<file path="src/rtl/multicycle_control_unit_if.sv">
// Control bundle between the multicycle control FSM (master) and the RV32I datapath (slave).
// There is no valid/ready handshake: the instruction word is valid whenever the FSM is past FETCH,
// and each control output is valid for the cycle in which it is driven.
interface multicycle_control_unit_if;
    logic [31:0] instrCode;
    logic        PCEn;
    logic        regFileWe;
    logic [3:0]  aluControl;
    logic        aluSrcMuxSel;
    logic [2:0]  RFWDSrcMuxSel;
    logic        branch;
    logic        jal;
    logic        jalr;
    logic        busWe;
    logic [1:0]  busSize;
    logic        illegalInstr;
    logic [2:0]  state_dbg;

    modport master (
        input  instrCode,
        output PCEn, regFileWe, aluControl, aluSrcMuxSel, RFWDSrcMuxSel,
        output branch, jal, jalr, busWe, busSize, illegalInstr, state_dbg
    );

    modport slave (
        output instrCode,
        input  PCEn, regFileWe, aluControl, aluSrcMuxSel, RFWDSrcMuxSel,
        input  branch, jal, jalr, busWe, busSize, illegalInstr, state_dbg
    );
endinterface

</file>
<file path="src/rtl/multicycle_control_unit.sv">
// Multicycle RV32I control FSM: decodes instrCode and steps the datapath through
// FETCH/DECODE/EXE and the store/load tail states. All outputs decode the registered state.
module multicycle_control_unit (
    input  logic                           clk,
    input  logic                           reset,
    multicycle_control_unit_if.master      bus
);
    localparam logic [2:0] FETCH  = 3'd0;
    localparam logic [2:0] DECODE = 3'd1;
    localparam logic [2:0] EXE    = 3'd2;
    localparam logic [2:0] MEM_S  = 3'd3;
    localparam logic [2:0] MEM_L  = 3'd4;
    localparam logic [2:0] WB_L   = 3'd5;

    localparam logic [6:0] OP_R     = 7'b0110011;
    localparam logic [6:0] OP_I     = 7'b0010011;
    localparam logic [6:0] OP_LUI   = 7'b0110111;
    localparam logic [6:0] OP_AUIPC = 7'b0010111;
    localparam logic [6:0] OP_JAL   = 7'b1101111;
    localparam logic [6:0] OP_JALR  = 7'b1100111;
    localparam logic [6:0] OP_B     = 7'b1100011;
    localparam logic [6:0] OP_S     = 7'b0100011;
    localparam logic [6:0] OP_L     = 7'b0000011;

    logic [2:0] state;
    logic [2:0] state_next;

    logic [6:0] opcode;
    logic [2:0] f3;
    logic       f7b5;

    logic [3:0] dec_alu;
    logic       dec_src;
    logic [2:0] dec_rfwd;
    logic       dec_branch;
    logic       dec_jal;
    logic       dec_jalr;
    logic [1:0] dec_size;
    logic       dec_exe_we;
    logic       dec_legal;
    logic [2:0] dec_exe_next;

    assign opcode = bus.instrCode[6:0];
    assign f3     = bus.instrCode[14:12];
    assign f7b5   = bus.instrCode[30];

    // Instruction-level decode; held for the whole instruction since instrCode is stable.
    always_comb begin
        dec_alu      = 4'b0000;
        dec_src      = 1'b0;
        dec_rfwd     = 3'd0;
        dec_branch   = 1'b0;
        dec_jal      = 1'b0;
        dec_jalr     = 1'b0;
        dec_size     = 2'b00;
        dec_exe_we   = 1'b0;
        dec_legal    = 1'b1;
        dec_exe_next = FETCH;
        case (opcode)
            OP_R: begin
                dec_alu    = {f7b5, f3};
                dec_exe_we = 1'b1;
            end
            OP_I: begin
                // Bit 30 is an immediate bit except for the shift-right encodings.
                dec_alu    = {(f3 == 3'b101) ? f7b5 : 1'b0, f3};
                dec_src    = 1'b1;
                dec_exe_we = 1'b1;
            end
            OP_LUI: begin
                dec_rfwd   = 3'd2;
                dec_exe_we = 1'b1;
            end
            OP_AUIPC: begin
                dec_rfwd   = 3'd3;
                dec_exe_we = 1'b1;
            end
            OP_JAL: begin
                dec_jal    = 1'b1;
                dec_rfwd   = 3'd4;
                dec_exe_we = 1'b1;
            end
            OP_JALR: begin
                dec_jal    = 1'b1;
                dec_jalr   = 1'b1;
                dec_rfwd   = 3'd4;
                dec_exe_we = 1'b1;
            end
            OP_B: begin
                dec_branch = 1'b1;
                dec_alu    = {1'b0, f3};
            end
            OP_S: begin
                dec_src      = 1'b1;
                dec_size     = f3[1:0];
                dec_exe_next = MEM_S;
            end
            OP_L: begin
                dec_src      = 1'b1;
                dec_size     = f3[1:0];
                dec_rfwd     = 3'd1;
                dec_exe_next = MEM_L;
            end
            default: dec_legal = 1'b0;
        endcase
    end

    always_comb begin
        state_next = FETCH;
        case (state)
            FETCH:   state_next = DECODE;
            DECODE:  state_next = EXE;
            EXE:     state_next = dec_exe_next;
            MEM_L:   state_next = WB_L;
            default: state_next = FETCH;
        endcase
    end

    always_ff @(posedge clk) begin
        if (!reset) state <= FETCH;
        else        state <= state_next;
    end

    always_comb begin
        bus.PCEn          = 1'b0;
        bus.regFileWe     = 1'b0;
        bus.busWe         = 1'b0;
        bus.illegalInstr  = 1'b0;
        bus.aluControl    = 4'b0000;
        bus.aluSrcMuxSel  = 1'b0;
        bus.RFWDSrcMuxSel = 3'd0;
        bus.branch        = 1'b0;
        bus.jal           = 1'b0;
        bus.jalr          = 1'b0;
        bus.busSize       = 2'b00;
        if (state == FETCH) begin
            bus.PCEn = 1'b1;
        end else begin
            bus.aluControl    = dec_alu;
            bus.aluSrcMuxSel  = dec_src;
            bus.RFWDSrcMuxSel = dec_rfwd;
            bus.branch        = dec_branch;
            bus.jal           = dec_jal;
            bus.jalr          = dec_jalr;
            bus.busSize       = dec_size;
        end
        case (state)
            EXE: begin
                bus.regFileWe    = dec_exe_we;
                bus.illegalInstr = ~dec_legal;
            end
            MEM_S:   bus.busWe     = 1'b1;
            WB_L:    bus.regFileWe = 1'b1;
            default: ;
        endcase
    end

    assign bus.state_dbg = state;
endmodule

</file>
<file path="src/flat_wrapper.sv">
// flat-port wrapper written by rule: the top's interface ports become plain ports
module multicycle_control_unit_flat 
  (clk, reset, bus_instrCode, bus_PCEn, bus_regFileWe, bus_aluControl, bus_aluSrcMuxSel, bus_RFWDSrcMuxSel, bus_branch, bus_jal, bus_jalr, bus_busWe, bus_busSize, bus_illegalInstr, bus_state_dbg);
  multicycle_control_unit_if bus_i ();
  input  logic clk;
  input  logic reset;
  input wire logic [$bits(bus_i.instrCode)-1:0] bus_instrCode;
  output wire logic [$bits(bus_i.PCEn)-1:0] bus_PCEn;
  output wire logic [$bits(bus_i.regFileWe)-1:0] bus_regFileWe;
  output wire logic [$bits(bus_i.aluControl)-1:0] bus_aluControl;
  output wire logic [$bits(bus_i.aluSrcMuxSel)-1:0] bus_aluSrcMuxSel;
  output wire logic [$bits(bus_i.RFWDSrcMuxSel)-1:0] bus_RFWDSrcMuxSel;
  output wire logic [$bits(bus_i.branch)-1:0] bus_branch;
  output wire logic [$bits(bus_i.jal)-1:0] bus_jal;
  output wire logic [$bits(bus_i.jalr)-1:0] bus_jalr;
  output wire logic [$bits(bus_i.busWe)-1:0] bus_busWe;
  output wire logic [$bits(bus_i.busSize)-1:0] bus_busSize;
  output wire logic [$bits(bus_i.illegalInstr)-1:0] bus_illegalInstr;
  output wire logic [$bits(bus_i.state_dbg)-1:0] bus_state_dbg;
  assign bus_i.instrCode = bus_instrCode;
  assign bus_PCEn = bus_i.PCEn;
  assign bus_regFileWe = bus_i.regFileWe;
  assign bus_aluControl = bus_i.aluControl;
  assign bus_aluSrcMuxSel = bus_i.aluSrcMuxSel;
  assign bus_RFWDSrcMuxSel = bus_i.RFWDSrcMuxSel;
  assign bus_branch = bus_i.branch;
  assign bus_jal = bus_i.jal;
  assign bus_jalr = bus_i.jalr;
  assign bus_busWe = bus_i.busWe;
  assign bus_busSize = bus_i.busSize;
  assign bus_illegalInstr = bus_i.illegalInstr;
  assign bus_state_dbg = bus_i.state_dbg;
  multicycle_control_unit u_core (.clk(clk), .reset(reset), .bus(bus_i));
endmodule
</file>
<file path="config.mk">
export PLATFORM = sky130hd
export DESIGN_NAME = multicycle_control_unit_flat
export DESIGN_NICKNAME = d
export VERILOG_FILES = /design/src/rtl/multicycle_control_unit_if.sv /design/src/rtl/multicycle_control_unit.sv /design/src/flat_wrapper.sv
export SDC_FILE = /design/constraint.sdc
export NUM_CORES = 1
export LEC_CHECK = 0
export ABC_AREA = 1
export CAP_MARGIN = 25
export CORE_UTILIZATION = 25
export CTS_CLUSTER_SIZE = 24
export DETAILED_ROUTE_END_ITERATION = 8
export PLACE_DENSITY = 0.78
export SYNTH_ARGS = -nofsm -noshare
export SYNTH_HDL_FRONTEND = slang
export SYNTH_SLANG_ARGS = --single-unit
</file>
<file path="constraint.sdc">
create_clock -name clk -period 1.26 [get_ports clk]
set_input_delay 0.189 -clock clk [delete_from_list [all_inputs] [get_ports clk]]
set_output_delay 0.189 -clock clk [all_outputs]
set_load 0.01 [all_outputs]
</file>
==> results by group, run 1 <==
Final layout
  – Number of flip-flops in the largest register: 3
  – Area growth syn-to-layout: 142%
  – FILL cells: 134
  – Layout cell share with drive strength beyond 1: 69.9%
  – Layout Nets: 171
  – Commonest cells after routing, fill and taps aside: buf_2, buf_4, inv_1
  – Ant. Diodes: 0

Global route
  – Antenna violations before repair: 0
  – Largest net degree at the start of global routing: 8
  – Number of global-route vias before repair: 663
  – Gr usage total: 20.8%
  – First-pass GRT wire length: 2.86 mm
  – Overflow after GRT: 0

STA
  – Setup violations, final: 16
  – Post-route minimum period: 1.40 ns
  – Setup TNS: -1.29 ns
  – Max Slew Vio Count: 0
  – Unrepaired setup endpoints after global routing: true
  – Setup WS post-layout: -0.137 ns
  – Max Fclk: 0.716 GHz
  – Worst slew pin tran: 0.224 ns
  – Final Cycle Share: 111%
  – Layout Skew: 0.00800 ns
  – Max_slew headroom: 85.0%
  – Hold Violations, Final: 0

Worst setup path
  – Worst EP required: 1.07 ns
  – Worst Path Max Fanout: 6
  – Reg2Reg Depth: 6
  – Worst path slowest cell: dfxtp_4
  – Worst path max stage delay: 0.35 ns
  – Crit path DAT: 1.21 ns
  – CP cell instances: nor2_4 > nand2_4 > inv_6 > buf_4 > nor2_2 > buf_2
  – Setup CP Type: register to primary output
  – Startpoint Class: register
  – Setup crit end kind: primary output

Floorplanning
  – Die area: 0.00190 mm²
  – Core area: 0.00156 mm²
  – DIE WIDTH: 43.6 µm
  – Initial Utilization: 27.8%
  – Die Ht: 43.6 µm
  – Site Rows: 14
  – # IOs: 54

Synth
  – Synth top area share: 13.9%
  – Number of synthesized register bits: 3
  – Mapped Area: 433 µm²
  – Yosys warnings: 0
  – Post-Syn Area per Cell: 5.85 µm²
  – Area contributors post-synth: dfxtp_1, nand3_1, inv_1, nor2_4, nand2_1
  – Mapped Nets: 108
  – Post-Syn Instances: 74
  – Synth area leader: dfxtp_1
  – Synth cell types: 16
  – Post-synthesis sequential area ratio: 13.9%

Drt
  – Drt via density: 4.57
  – Iter 0 DRT Violations: 14
  – DRC viols: 3
  – Antenna Nets Post-Route: 0
  – Wirelength per Cell: 11.6 µm
  – Initial DRT Pass Iterations: 6
  – Vias: 695
  – Drt total wl: 1.76 mm

Run status
  – Status: finished, violations left
  – Failing checks: design-rule violations, negative setup slack

Power and ir drop
  – Leakage: 0.573 nW
  – Max IR drop VDD: 0.382 mV
  – PD cells: 550 mW/mm²

Clocking
  – Clk sinks: 3
  – H-tree depth: 1
  – Skew-Pair Late Insertion Delay: 0.24 ns
  – Clock-pin slew on the worst setup and hold paths: 0.04 ns
  – CTS tree: built
  – Num CTS Buffers: 3
  – CTS root buf: clkbuf_4
  – Max Root-Sink Buffers: 2

Place
  – Routability Congestion: 0.792
  – HPWL Detailed: 1.09 mm
  – Port Buffers: 32
  – Pre-CTS setup slack: -0.753 ns

Job
  – Max-Cap Viols: 0

Worst hold path
  – Hold path depth: 5
  – Min-delay worst type: input port to register
per-layer routing:
metal	track usage (%)	share of wire, %
met4	5.63	0
met1	24.2	40
met5	0	0
met3	2.50	4.4
met2	39.1	55
timing repair:
item	CTS	global route
buffers inserted	9	2
pin swaps	26	5
cloned	0	0
hold buffers	0	0
setup endpoints to repair	20	17
gates resized for setup	133	5
Yosys cell counts, drive strengths merged:
master  count
nor2       14
a21oi       4
nand2      16
nor3        6
nand3      13
dfxtp       3
inv        17
a31oi       1
critical path: cells and delay by family (launching register included):
kind | cells | cell delay (ns)
flops | 1 | 0.35
buf+inv | 3 | 0.35
simple gates | 3 | 0.27
layout make-up:
class	count	area, µm²	area share, %
clock buffer	4	26.3	2.51
inverter	17	68.8	6.56
multi-input combinational	54	418	39.9
sequential	3	68.8	6.56
tap	16	20.0	1.91
timing repair buffer	58	447	42.6
stage by stage:
stage                     power, mW  std cells  hold WS (ns)  utilization (%)  area, µm²
after floorplan               0.195         74         0.340                -        433
after global placement        0.317        137         0.563             56.8        886
after detailed placement      0.319        137         0.576             56.8        886
after CTS                     0.558        150         0.487             65.2       1020
after global routing          0.611        152         0.536             67.3       1050
final                         0.577        152         0.505             67.3       1050
power by group:
group          switching [mW]  total [mW]  internal (mW)
logic                   0.141       0.295          0.155
registers             0.00777       0.108          0.100
clock network          0.0541       0.173          0.119
cell families (layout without fill, tap and decap cells):
logic type / count (synthesis) / in the layout / synth area share (%)
DFF: 3 / 3 / 13.9
AOI/OAI and AO/OA: 5 / 5 / 6.07
and+or+nand+nor: 49 / 49 / 64.7
buffers and inverters: 17 / 79 / 15.3
final timing paths:
kind | from | end | slack (ns)
worst max-delay path | u_core.bus.state_dbg[0] | bus_branch | -0.14
worst min-delay path | bus_instrCode[6] | u_core.bus.state_dbg[0] | 0.50
worst max register to register | u_core.bus.state_dbg[0] | u_core.bus.state_dbg[1] | 0.19
worst min register to register | u_core.bus.state_dbg[2] | u_core.bus.state_dbg[1] | 0.59
Note: power is estimated with default switching activity, not from simulation.
==> run 2: changes to the inputs <==
--- a/config.mk
+++ b/config.mk
@@ -8,6 +8,7 @@
 export ABC_AREA = 1
 export CAP_MARGIN = 25
 export CORE_UTILIZATION = 25
+export CTS_CLUSTER_DIAMETER = 100
 export CTS_CLUSTER_SIZE = 24
 export DETAILED_ROUTE_END_ITERATION = 8
 export PLACE_DENSITY = 0.78
==> results of run 2 <==
No change in the layout: final DEF, timing and power equal those of run 1.
==> run 3: changes to the inputs <==
--- a/config.mk
+++ b/config.mk
@@ -7,11 +7,12 @@
 export LEC_CHECK = 0
 export ABC_AREA = 1
 export CAP_MARGIN = 25
-export CORE_UTILIZATION = 25
+export CORE_UTILIZATION = 23
+export CTS_BUF_LIST = sky130_fd_sc_hd__clkbuf_16
 export CTS_CLUSTER_DIAMETER = 100
 export CTS_CLUSTER_SIZE = 24
 export DETAILED_ROUTE_END_ITERATION = 8
-export PLACE_DENSITY = 0.78
+export PLACE_DENSITY = 0.76
 export SYNTH_ARGS = -nofsm -noshare
 export SYNTH_HDL_FRONTEND = slang
 export SYNTH_SLANG_ARGS = --single-unit
==> constraint.sdc (replaced) <==
create_clock -name clk -period 1.2 [get_ports clk]
set_input_delay 0.18 -clock clk [delete_from_list [all_inputs] [get_ports clk]]
set_output_delay 0.18 -clock clk [all_outputs]
set_load 0.01 [all_outputs]
==> results by group, run 3 (same netlist as run 1, synthesis figures left out) <==
Floorplanning
  – # IOs: 54
  – Initial Utilization: 24.8%
  – Die area: 0.00206 mm²
  – DIE WIDTH: 45.4 µm
  – Core area: 0.00175 mm²
  – Die Ht: 45.4 µm
  – Site Rows: 15

Clocking
  – H-tree depth: 1
  – Clk sinks: 3
  – Num CTS Buffers: 3
  – Max Root-Sink Buffers: 2
  – Skew-Pair Late Insertion Delay: 0.23 ns
  – CTS tree: built
  – Clock-pin slew on the worst setup and hold paths: 0.03 ns
  – CTS root buf: clkbuf_16

Worst setup path
  – Worst EP required: 1.02 ns
  – Crit path DAT: 1.20 ns
  – Worst path max stage delay: 0.35 ns
  – Setup CP Type: register to primary output
  – Worst path slowest cell: dfxtp_4
  – Startpoint Class: register
  – CP cell instances: nor2_4 > nand2_4 > inv_6 > nor2_4 > nand2_1 > nand2_1 > buf_2
  – Worst r2r src: u_core.bus.state_dbg[0]
  – Reg2Reg Depth: 6
  – Worst setup path end: bus_RFWDSrcMuxSel[0]
  – Worst Path Max Fanout: 6
  – Crit path max-delay family: simple AND/OR/NAND/NOR gates
  – Flop2flop setup slack: 0.08 ns
  – Cell depth of the worst setup path: 7
  – RR Endpoint: u_core.bus.state_dbg[0]
  – Setup crit start: u_core.bus.state_dbg[1]
  – Buf/Inv on CP: 2
  – Setup crit end kind: primary output

Place
  – Routability Congestion: 0.828
  – Port Buffers: 32
  – Pre-CTS setup slack: -0.785 ns
  – HPWL Detailed: 1.26 mm

STA
  – Setup WS post-layout: -0.179 ns
  – Worst slew pin tran: 0.285 ns
  – Hold slack: 0.504 ns
  – Setup violations, final: 16
  – Max_slew headroom: 80.9%
  – Layout Skew: 0.00400 ns
  – Final Cycle Share: 115%
  – Post-route minimum period: 1.38 ns
  – Max Fclk: 0.725 GHz
  – Hold Violations, Final: 0
  – Max Slew Vio Count: 0
  – Unrepaired setup endpoints after global routing: true

Global route
  – Largest net degree at the start of global routing: 7
  – Overflow after GRT: 0
  – Number of global-route vias before repair: 670
  – Antenna violations before repair: 0
  – Gr usage total: 19.4%
  – First-pass GRT wire length: 2.82 mm

Drt
  – Vias: 745
  – Drt total wl: 2.07 mm
  – Drt via density: 4.54
  – DRC viols: 0
  – Iter 0 DRT Violations: 22
  – Initial DRT Pass Iterations: 4
  – Antenna Nets Post-Route: 0
  – Wirelength per Cell: 12.6 µm

Power and ir drop
  – PD cells: 846 mW/mm²
  – Leakage: 0.607 nW
  – Max IR drop VDD: 0.950 mV

Job
  – Max-Cap Viols: 0

Final layout
  – Ant. Diodes: 0
  – Commonest non-fill, non-tap cell in the layout: buf_4
  – FILL cells: 149
  – Area occupied by multi-input gates: 424 µm²
  – Layout cell share with drive strength beyond 1: 72.7%
  – Commonest cells after routing, fill and taps aside: buf_4, buf_2, inv_2, buf_6, nand2_1
  – Area growth syn-to-layout: 165%
  – Layout Nets: 174
  – Reg area: 67.6 µm²
  – Number of flip-flops in the largest register: 3

Run status
  – Status: finished, violations left
  – Failing checks: negative setup slack

Worst hold path
  – Min-delay worst type: input port to register
## run 3: cell count changes in the layout (fill, tap and decap cells not counted), moves of 2 or more
cell | previous run | this run
clkbuf_2 | 0 | 2
nor2_1 | 4 | 6
buf_6 | 7 | 10
clkbuf_16 | 0 | 3
buf_2 | 20 | 16
clkbuf_4 | 3 | 0
inv_2 | 7 | 10
nor2_2 | 4 | 1
inv_4 | 0 | 2
buf_4 | 20 | 24
inv_1 | 9 | 5
## run 3: what timing repair did
item	4_1_cts	5_1_grt
pin swaps	20	6
gates cloned	0	0
buffers inserted	8	4
hold buffers	0	0
resized for setup	133	16
setup endpoints to repair	23	17
## run 3: tightest hold or removal path: cells and delay by family
| family | cells | cell delay (ns) |
|---|---|---|
| buffers and inverters | 2 | 0.27 |
| and+or+nand+nor | 2 | 0.16 |
| AOI/OAI and AO/OA | 1 | 0.07 |
## run 3: cell type report
class	count	area share, %
clock buffer	3	6.55
tap	25	2.73
timing repair buffer	61	41.0
multi-input combinational	54	37.0
sequential	3	5.90
inverter	17	6.44
clock inverter	1	0.328
## run 3: worst min-delay path by stage
stage,slack [ns],to,cells past startpoint,startpoint
after floorplan,0.33,u_core.bus.state_dbg[0],2,reset
after global placement,0.55,u_core.bus.state_dbg[1],2,u_core.bus.state_dbg[0]
after detailed placement,0.57,u_core.bus.state_dbg[1],2,u_core.bus.state_dbg[0]
after CTS,0.55,u_core.bus.state_dbg[1],3,reset
after global routing,0.53,u_core.bus.state_dbg[2],5,bus_instrCode[5]
final,0.50,u_core.bus.state_dbg[2],5,bus_instrCode[5]
## run 3: layer usage
metal	track usage [%]	share of wire (%)
met2	36.9	54
met4	11.5	2.9
met5	0	0
met3	1.59	4.5
met1	20.1	38
## run 3: power breakdown
group | leakage, nW | switching [mW] | internal [mW]
sequential | 0.0259 | 0.00862 | 0.106
clock | 0.0423 | 0.0983 | 0.430
combinational | 0.539 | 0.159 | 0.167
## run 3: metrics by stage
| step | total power, mW | setup TNS [ns] | area, µm² | cells | util [%] |
|---|---|---|---|---|---|
| 6_report | 0.969 | -1.92 | 1150 | 164 | 65.7 |
| 5_1_grt | 1.01 | -2.64 | 1150 | 164 | 65.7 |
| 4_1_cts | 0.948 | -1.51 | 1090 | 160 | 62.7 |
| 3_5_place_dp | 0.344 | -12.38 | 912 | 148 | 52.3 |
| 3_3_place_gp | 0.339 | -11.96 | 912 | 148 | 52.3 |
| 2_1_floorplan | 0.205 | 0 | 433 | 74 | - |
